--- src/rtl/bounce_position_counter.sv ---
// Bouncing axis position counter: steps between MIN_POS/MAX_POS walls with a T-flip-flop direction bit.
// Optional saturating wall-hit counter on BOUNCE_CNT when BOUNCE_COUNT_EN is defined.
module bounce_position_counter #(
    parameter int WIDTH     = 4,
    parameter int MIN_POS   = 0,
    parameter int MAX_POS   = 15,
    parameter int START_POS = 7,
    parameter int STEP      = 1
) (
    input  logic             CK,
    input  logic             RESET,
    input  logic             EN,
    input  logic             LOAD,
    input  logic [WIDTH-1:0] LOAD_POS,
    input  logic             LOAD_DIR,
    input  logic             FLIP,
    output logic [WIDTH-1:0] POS,
    output logic             DIR,
    output logic             AT_MIN,
    output logic             AT_MAX,
    output logic             BOUNCE
`ifdef BOUNCE_COUNT_EN
    ,
    output logic [7:0]       BOUNCE_CNT
`endif
);

    localparam logic [WIDTH:0]   MIN_W   = (WIDTH+1)'(MIN_POS);
    localparam logic [WIDTH:0]   MAX_W   = (WIDTH+1)'(MAX_POS);
    localparam logic [WIDTH:0]   STEP_W  = (WIDTH+1)'(STEP);
    localparam logic [WIDTH:0]   ONE_W   = (WIDTH+1)'(1);
    localparam logic [WIDTH-1:0] MIN_P   = MIN_W[WIDTH-1:0];
    localparam logic [WIDTH-1:0] MAX_P   = MAX_W[WIDTH-1:0];
    localparam logic [WIDTH-1:0] START_P = WIDTH'(START_POS);

    logic [WIDTH-1:0] pos_r;
    logic             dir_r;
    logic             bounce_r;

    logic [WIDTH:0]   pos_ext_s;
    logic [WIDTH:0]   sum_s;
    logic [WIDTH:0]   diff_s;
    logic             dir_eff_s;
    logic [WIDTH-1:0] pos_nxt_s;
    logic             dir_nxt_s;
    logic             bounce_nxt_s;

    // Clamp a loaded position into the legal wall range; compare one bit wider to avoid wrap.
    function automatic logic [WIDTH-1:0] clamp_pos(input logic [WIDTH-1:0] p);
        logic [WIDTH:0]   p_ext;
        logic [WIDTH-1:0] r;
        p_ext = {1'b0, p};
        if (p_ext + ONE_W <= MIN_W) begin
            r = MIN_P;
        end else if (p_ext > MAX_W) begin
            r = MAX_P;
        end else begin
            r = p;
        end
        return r;
    endfunction

    // Next-state decode: LOAD overrides stepping; walls reverse in place and consume the step.
    always_comb begin
        pos_ext_s    = {1'b0, pos_r};
        sum_s        = pos_ext_s + STEP_W;
        diff_s       = pos_ext_s - STEP_W;
        dir_eff_s    = dir_r ^ FLIP;
        pos_nxt_s    = pos_r;
        dir_nxt_s    = dir_eff_s;
        bounce_nxt_s = 1'b0;
        if (LOAD) begin
            pos_nxt_s = clamp_pos(LOAD_POS);
            dir_nxt_s = LOAD_DIR;
        end else if (EN) begin
            if (dir_eff_s) begin
                if (sum_s >= MAX_W) begin
                    pos_nxt_s    = MAX_P;
                    dir_nxt_s    = 1'b0;
                    bounce_nxt_s = 1'b1;
                end else begin
                    pos_nxt_s = sum_s[WIDTH-1:0];
                    dir_nxt_s = 1'b1;
                end
            end else begin
                if (pos_ext_s <= MIN_W + STEP_W) begin
                    pos_nxt_s    = MIN_P;
                    dir_nxt_s    = 1'b1;
                    bounce_nxt_s = 1'b1;
                end else begin
                    pos_nxt_s = diff_s[WIDTH-1:0];
                    dir_nxt_s = 1'b0;
                end
            end
        end else begin
            pos_nxt_s = pos_r;
        end
    end

    // Position, direction and bounce pulse registers.
    always_ff @(posedge CK or posedge RESET) begin
        if (RESET) begin
            pos_r    <= START_P;
            dir_r    <= 1'b1;
            bounce_r <= 1'b0;
        end else begin
            pos_r    <= pos_nxt_s;
            dir_r    <= dir_nxt_s;
            bounce_r <= bounce_nxt_s;
        end
    end

    assign POS    = pos_r;
    assign DIR    = dir_r;
    assign BOUNCE = bounce_r;
    assign AT_MIN = (pos_r == MIN_P);
    assign AT_MAX = (pos_r == MAX_P);

`ifdef BOUNCE_COUNT_EN
    logic [7:0] bounce_cnt_r;

    // Saturating count of wall reversals, cleared by reset and by LOAD.
    always_ff @(posedge CK or posedge RESET) begin
        if (RESET) begin
            bounce_cnt_r <= 8'd0;
        end else if (LOAD) begin
            bounce_cnt_r <= 8'd0;
        end else if (bounce_nxt_s && (bounce_cnt_r != 8'd255)) begin
            bounce_cnt_r <= bounce_cnt_r + 8'd1;
        end else begin
            bounce_cnt_r <= bounce_cnt_r;
        end
    end

    assign BOUNCE_CNT = bounce_cnt_r;
`endif

endmodule

--- config.mk ---
export PLATFORM = sky130hd
export DESIGN_NAME = bounce_position_counter
export DESIGN_NICKNAME = d
export VERILOG_FILES = /design/src/rtl/bounce_position_counter.sv
export SDC_FILE = /design/constraint.sdc
export NUM_CORES = 1
export LEC_CHECK = 0
export ABC_AREA = 1
export CAP_MARGIN = 30
export CELL_PAD_IN_SITES_DETAIL_PLACEMENT = 1
export CELL_PAD_IN_SITES_GLOBAL_PLACEMENT = 2
export CORE_AREA = 2 2 51 53
export CTS_CLUSTER_DIAMETER = 100
export DETAILED_ROUTE_END_ITERATION = 6
export DIE_AREA = 0 0 53 55
export GPL_TIMING_DRIVEN = 0
export PLACE_DENSITY_LB_ADDON = 0.1
export SETUP_SLACK_MARGIN = 0.3
export SLEW_MARGIN = 15
export SYNTH_ARGS = -nofsm -noshare
export SYNTH_HDL_FRONTEND = slang
export SYNTH_SLANG_ARGS = --single-unit
export TNS_END_PERCENT = 30
--- constraint.sdc ---
create_clock -name CK -period 4 [get_ports CK]
set_input_delay 1 -clock CK [delete_from_list [all_inputs] [get_ports CK]]
set_output_delay 1 -clock CK [all_outputs]
set_load 0.01 [all_outputs]
==> qor.yml, run 1 <==
status: "completed"
area_growth_pct: 40.6
reg2regPathDepth: 8
initial_core_util_pct: 24.0
core_um2: 2360
period_share_pct: 70.8
rsz0062_at_grt: "no"
grt_pass1_wl_um: 2440
end_kind: "output pin"
htreeDepth: 1
leakagePower_nw: 0.383
fin_skew_ps: 1.42
placementRows: 18
worst_ep_arrival_time_ps: 1830
slowest_stage: "dfstp_2"
cts_made_buffers: 3
rrSetupSlack_ps: 2260
tns_ps: 0
syn_avg_cell_area_um2: 7.00
post_drt_wl_per_cell_um: 11.1
worst_pin_slew_ps: 389
die_x_um: 53
powerDensity_nw_per_um2: 396
ys_types: 24
min_period_ps: 2830
slew_viol_final: 0
grt_start_max_net_pins: 9
multiInputGateArea_um2: 345
path_clk_slew_ps: 40
cts_sinks: 6
max_cap_viol_count: 0
yosys.area.top_type: "dfstp_2"
setup_slack_ps: 1170
ys_async_sr_fraction_pct: 100
place_hpwl_um: 1210
cts-resized-gates: 0
antenna_found_initial: 0
max_freq_ghz: 0.353
critPathMaxStageDelay_ps: 610
gr-total-overflow: 0
grt_util_all_layers_pct: 12.0
fp.dieH_um: 55
grt_pass1_vias: 540
cp_cell_sequence: "inv_1 -> ha_1 -> nand2_1 -> nor2_1 -> clkdlybuf4s50_1"
clock_path_buffers: 2
dr.pass1.iters: 4
start_kind: "flop"
post-route-drc-count: 0
worst_r2r_endpoint: "BOUNCE$_DFF_PP0_"
critPathLaunch: "POS[0]$_DFFE_PP1P_"
reg2reg_from: "POS[0]$_DFFE_PP1P_"
setup_viol_count_final: 0
cp_max_fo: 7
syn-instance-count: 81
die-area_um2: 2920
crit_required_ps: 3000
synth_nets: 95
globalplace.congestion: 0.740
cts_root_buf: "clkbuf_4"
postCtsHoldBufs: 0
ir_worst_vdd_mv: 0.239
drive_above_1_share_pct: 20.8
grt_busiest_layer: "met2"
ant_nets: 0
ff_latch_area_um2: 155
fin_nets: 117
hold_end: "POS[1]$_DFFE_PP1P_"
hold_path_depth: 2
place_ws_ps: 1400
clk_latency_ps: 240
ys_seq_area_share_pct: 27.4
holdCritStartpoint: "POS[1]$_DFFE_PP1P_"
syn_area_um2: 567
port_buffers: 17
synth_top_cells_by_count: "nand2_1 (17), nor2_1 (12), inv_1 (11)"
slew_headroom_pct: 74.0
antenna_cells: 0
initialDrtViolationCount: 7
synth_top_area_share_pct: 18.5
synth_area_leaders: "dfstp_2 (19%), nand2_1 (11%), dfrtp_1 (8.8%), ha_1 (8.8%), nor2_1 (7.9%)"
yosys_warnings: 0
worstSetupPathType: "reg2out"
hp-class: "reg2reg"
cts_tree: "done"
yosysMostFrequentCell: "nand2_1"
ys.flop_type: "dfstp_2"
ys_ff_latch: 6
vias: 567
synth_edf_count: 0
fill_cells: 306
grt.met1_usage_pct: 15.5
io_pins: 18
final_hold_viol_count: 0
cts_setup_buffers: 0
grt_util_met2_pct: 18.8
met3_usage_pct: 4.84
drt_wl_total_um: 1460
via_per_inst: 4.33
state kept, by name, indices dropped and copies added (netlist names):
| name | cells |
|---|---|
| BOUNCE | 1 |
| DIR | 1 |
| POS | 4 |
cell usage in the layout, fill, tap and decap left out, drive strengths merged:
cell / n
nand2: 20
inv: 14
dfrtp: 2
a22oi: 1
clkbuf: 3
o211ai: 1
o21bai: 1
nand3: 6
clkdlybuf4s50: 17
buf: 1
nand4: 2
a21oi: 2
nor2: 14
o21ai: 6
xnor2: 2
xor2: 1
dfstp: 4
ha: 4
through the flow:
step	instance area, µm²	hold slack, ps	instances	total power, mW	util, %
2_1_floorplan	567	506	81	0.203	-
3_3_place_gp	774	568	128	0.269	32.8
3_5_place_dp	774	562	128	0.267	32.8
4_1_cts	797	571	131	0.324	33.7
5_1_grt	797	596	131	0.350	33.7
6_report	797	550	131	0.315	33.7
final cells by class:
cell class | count | area share (%)
Clock buffer | 3 | 2.83
Sequential cell | 6 | 19.5
Multi-Input combinational cell | 60 | 43.3
Buffer | 1 | 1.41
Inverter | 14 | 6.91
Tap cell | 30 | 4.71
Timing Repair Buffer | 17 | 21.4
worst max path at each step:
stage          endpoint  slack (ps)  depth (start not counted)
6_report         AT_MIN        1170                          5
5_1_grt          AT_MAX        1040                          4
4_1_cts          AT_MAX        1130                          4
3_5_place_dp     AT_MAX        1400                          4
3_3_place_gp     AT_MAX        1400                          4
2_1_floorplan    AT_MIN        1940                          4
kinds of logic (layout without fill, tap and decap cells):
| kind of cell | count (synthesis) | count (layout) | share of synthesized area, % |
|---|---|---|---|
| AND/OR/NAND/NOR | 42 | 42 | 33.1 |
| buffers and inverters | 15 | 35 | 11.7 |
| AO/OA/AOI/OAI | 11 | 11 | 13.0 |
| flip-flops | 6 | 6 | 27.4 |
| adder cells (fa/ha/maj) | 4 | 4 | 8.83 |
| XOR/XNOR | 3 | 3 | 5.96 |
per-layer routing:
metal | wire [µm] | vias up
li1 | - | 295
met3 | 68 | 0
met2 | 709 | 15
met1 | 680 | 257
met4 | 0 | 0
met5 | 0 | -
worst max-delay path: cells and delay by family, from the launching register on:
kind | cells | cell delay, ps
DFF | 1 | 610
buffers and inverters | 2 | 610
and+or+nand+nor | 2 | 120
adders and majority gates | 1 | 260
power by group:
group	total, mW	switching [mW]	internal, mW
Combinational	0.167	0.0900	0.0775
Clock	0.0529	0.0192	0.0338
Sequential	0.0949	0.0168	0.0781
Note: power is estimated with default switching activity, not from simulation.
==> inputs of run 2 (changes only) <==
- CORE_AREA: 2 2 51 53 -> 2 2 53 55
- DIE_AREA: 0 0 53 55 -> 0 0 55 57
- clock period: 4 -> 2.95 ns (I/O delays scaled with it)
==> run 2 against run 1 <==
Utilization down 2.5 points. Clock-buffer cell count unchanged. Worst setup slack worse by 780 ps. Sequential power up 34%. Largest cell class unchanged.
==> qor.yml, run 2 (synthesis results as in run 1) <==
start_kind: "flop"
leakagePower_nw: 0.391
area_growth_pct: 43.9
postCtsHoldBufs: 0
critical_path.endpoint: "AT_MIN"
die-area_um2: 3140
clock_path_buffers: 2
dr.pass1.iters: 3
clk_latency_ps: 240
switching_share_pct: 40.0
fin_nets: 119
drive_above_1_share_pct: 23.3
hp-class: "reg2reg"
powerDensity_nw_per_um2: 541
rsz0062_at_grt: "yes"
post_drt_wl_per_cell_um: 11.4
grt_pass1_wl_um: 2610
worstSetupPathType: "reg2out"
path_clk_slew_ps: 40
io_pins: 18
grt_util_all_layers_pct: 11.5
vias: 569
slew_viol_final: 0
rrSetupSlack_ps: 1200
internal-power_mw: 0.265
critPathLaunch: "POS[0]$_DFFE_PP1P_"
worst-path-buf-inv: 2
final_cell_mix: "nand2_1 (17), clkdlybuf4s50_1 (17), nor2_1 (12), inv_1 (11), nand3_1 (5)"
final_hold_viol_count: 0
clock_power_share_pct: 16.7
post-route-drc-count: 0
antenna_found_initial: 0
period_share_pct: 86.9
cts_tree: "done"
htreeDepth: 1
power_frac_seq_pct: 28.8
min_period_ps: 2560
cts_made_buffers: 3
worst_ep_arrival_time_ps: 1830
slew_headroom_pct: 75.1
crit_required_ps: 2210
place_hpwl_um: 1300
port_buffers: 17
max_freq_ghz: 0.390
largest_reg_flops: 4
crit_cells: 5
reg2regPathDepth: 10
reg2reg_from: "POS[0]$_DFFE_PP1P_"
ir_worst_vdd_mv: 0.328
cts_sinks: 6
worst_pin_slew_ps: 371
die_x_um: 55
slowest_stage: "dfstp_2"
grt_start_max_net_pins: 9
status: "completed"
max_cap_viol_count: 0
end_kind: "output pin"
holdCritStartpoint: "POS[1]$_DFFE_PP1P_"
globalplace.congestion: 0.662
via_per_inst: 4.25
initialDrtViolationCount: 12
ant_nets: 0
worst_r2r_endpoint: "POS[1]$_DFFE_PP1P_"
cp_cell_sequence: "inv_1 -> ha_1 -> nand2_1 -> nor2_1 -> clkdlybuf4s50_1"
setup_viol_count_final: 0
critPathMaxStageDelay_ps: 600
tns_ps: 0
fin_skew_ps: 1.20
fill_cells: 342
crit_family: "buffers and inverters"
cts_root_buf: "clkbuf_4"
initial_core_util_pct: 21.7
grt_pass1_vias: 567
drt_wl_total_um: 1530
gr-total-overflow: 0
fp.dieH_um: 57
antenna_cells: 0
p_switching_mw: 0.176
core_um2: 2620
total_power_mw: 0.441
combPwrFrac_pct: 54.6
placementRows: 19
cp_max_fo: 7
==> run 2: cell count changes in the layout (fill, tap and decap cells not counted), sizes merged <==
cell / previous run / this run
buf: 1 / 3
==> run 2: worst min path at each step <==
stage	endpoint	slack (ps)	depth (start not counted)
after floorplan	POS[1]$_DFFE_PP1P_	510	2
after global placement	POS[1]$_DFFE_PP1P_	530	2
after detailed placement	POS[1]$_DFFE_PP1P_	530	2
after CTS	POS[1]$_DFFE_PP1P_	540	2
after global routing	POS[1]$_DFFE_PP1P_	680	3
final	POS[1]$_DFFE_PP1P_	640	3
==> run 2: metal layers <==
layer	track usage, %	vias up	part of all wire (%)
met2	17.7	15	49
met3	3.93	0	4.8
met4	1.05	0	0
met1	16.2	256	46
li1	-	298	-
met5	0	-	0
==> run 2: power groups by stage <==
stage | clock network [mW] | logic, mW | registers [mW]
floorplan | 0 | 0.144 | 0.132
global placement | 0 | 0.235 | 0.130
detailed placement | 0 | 0.233 | 0.130
CTS | 0.0781 | 0.235 | 0.129
global route | 0.0855 | 0.273 | 0.130
finish | 0.0735 | 0.241 | 0.127
==> run 2: metrics by stage <==
step	instances	hold WS (ps)	util, %	setup slack [ps]	area [µm²]
6_report	134	645	31.2	387	816
5_1_grt	134	679	31.2	296	816
4_1_cts	132	541	30.5	364	798
3_5_place_dp	129	532	29.7	632	776
3_3_place_gp	129	534	29.7	627	776
2_1_floorplan	81	506	-	1160	567
==> run 2: what timing repair did <==
item | in CTS | in global routing
resized for setup | 0 | 1
endpoints found under the setup margin | 0 | 2
endpoints found under the hold margin | 0 | 0
buffers inserted | 0 | 2
==> run 2: tightest hold or removal path, cell delays in order (launching register included) <==
cell and delay, ps:
dfstp_2 400, buf_4 140, nand2_1 60, nand2_1 50
==> run 2: cell type report <==
type / count / area [µm²] / area share (%)
Clock buffer: 3 / 22.5 / 2.76
Timing Repair Buffer: 19 / 185 / 22.7
Tap cell: 31 / 38.8 / 4.75
Buffer: 1 / 11.3 / 1.38
Sequential cell: 6 / 155 / 19.0
Multi-Input combinational cell: 60 / 348 / 42.6
Inverter: 14 / 55.1 / 6.75
==> inputs of run 3 (changes only) <==
- SLEW_MARGIN: 15 -> default
==> results of run 3 <==
No change in the layout: final DEF, timing and power equal those of run 2.
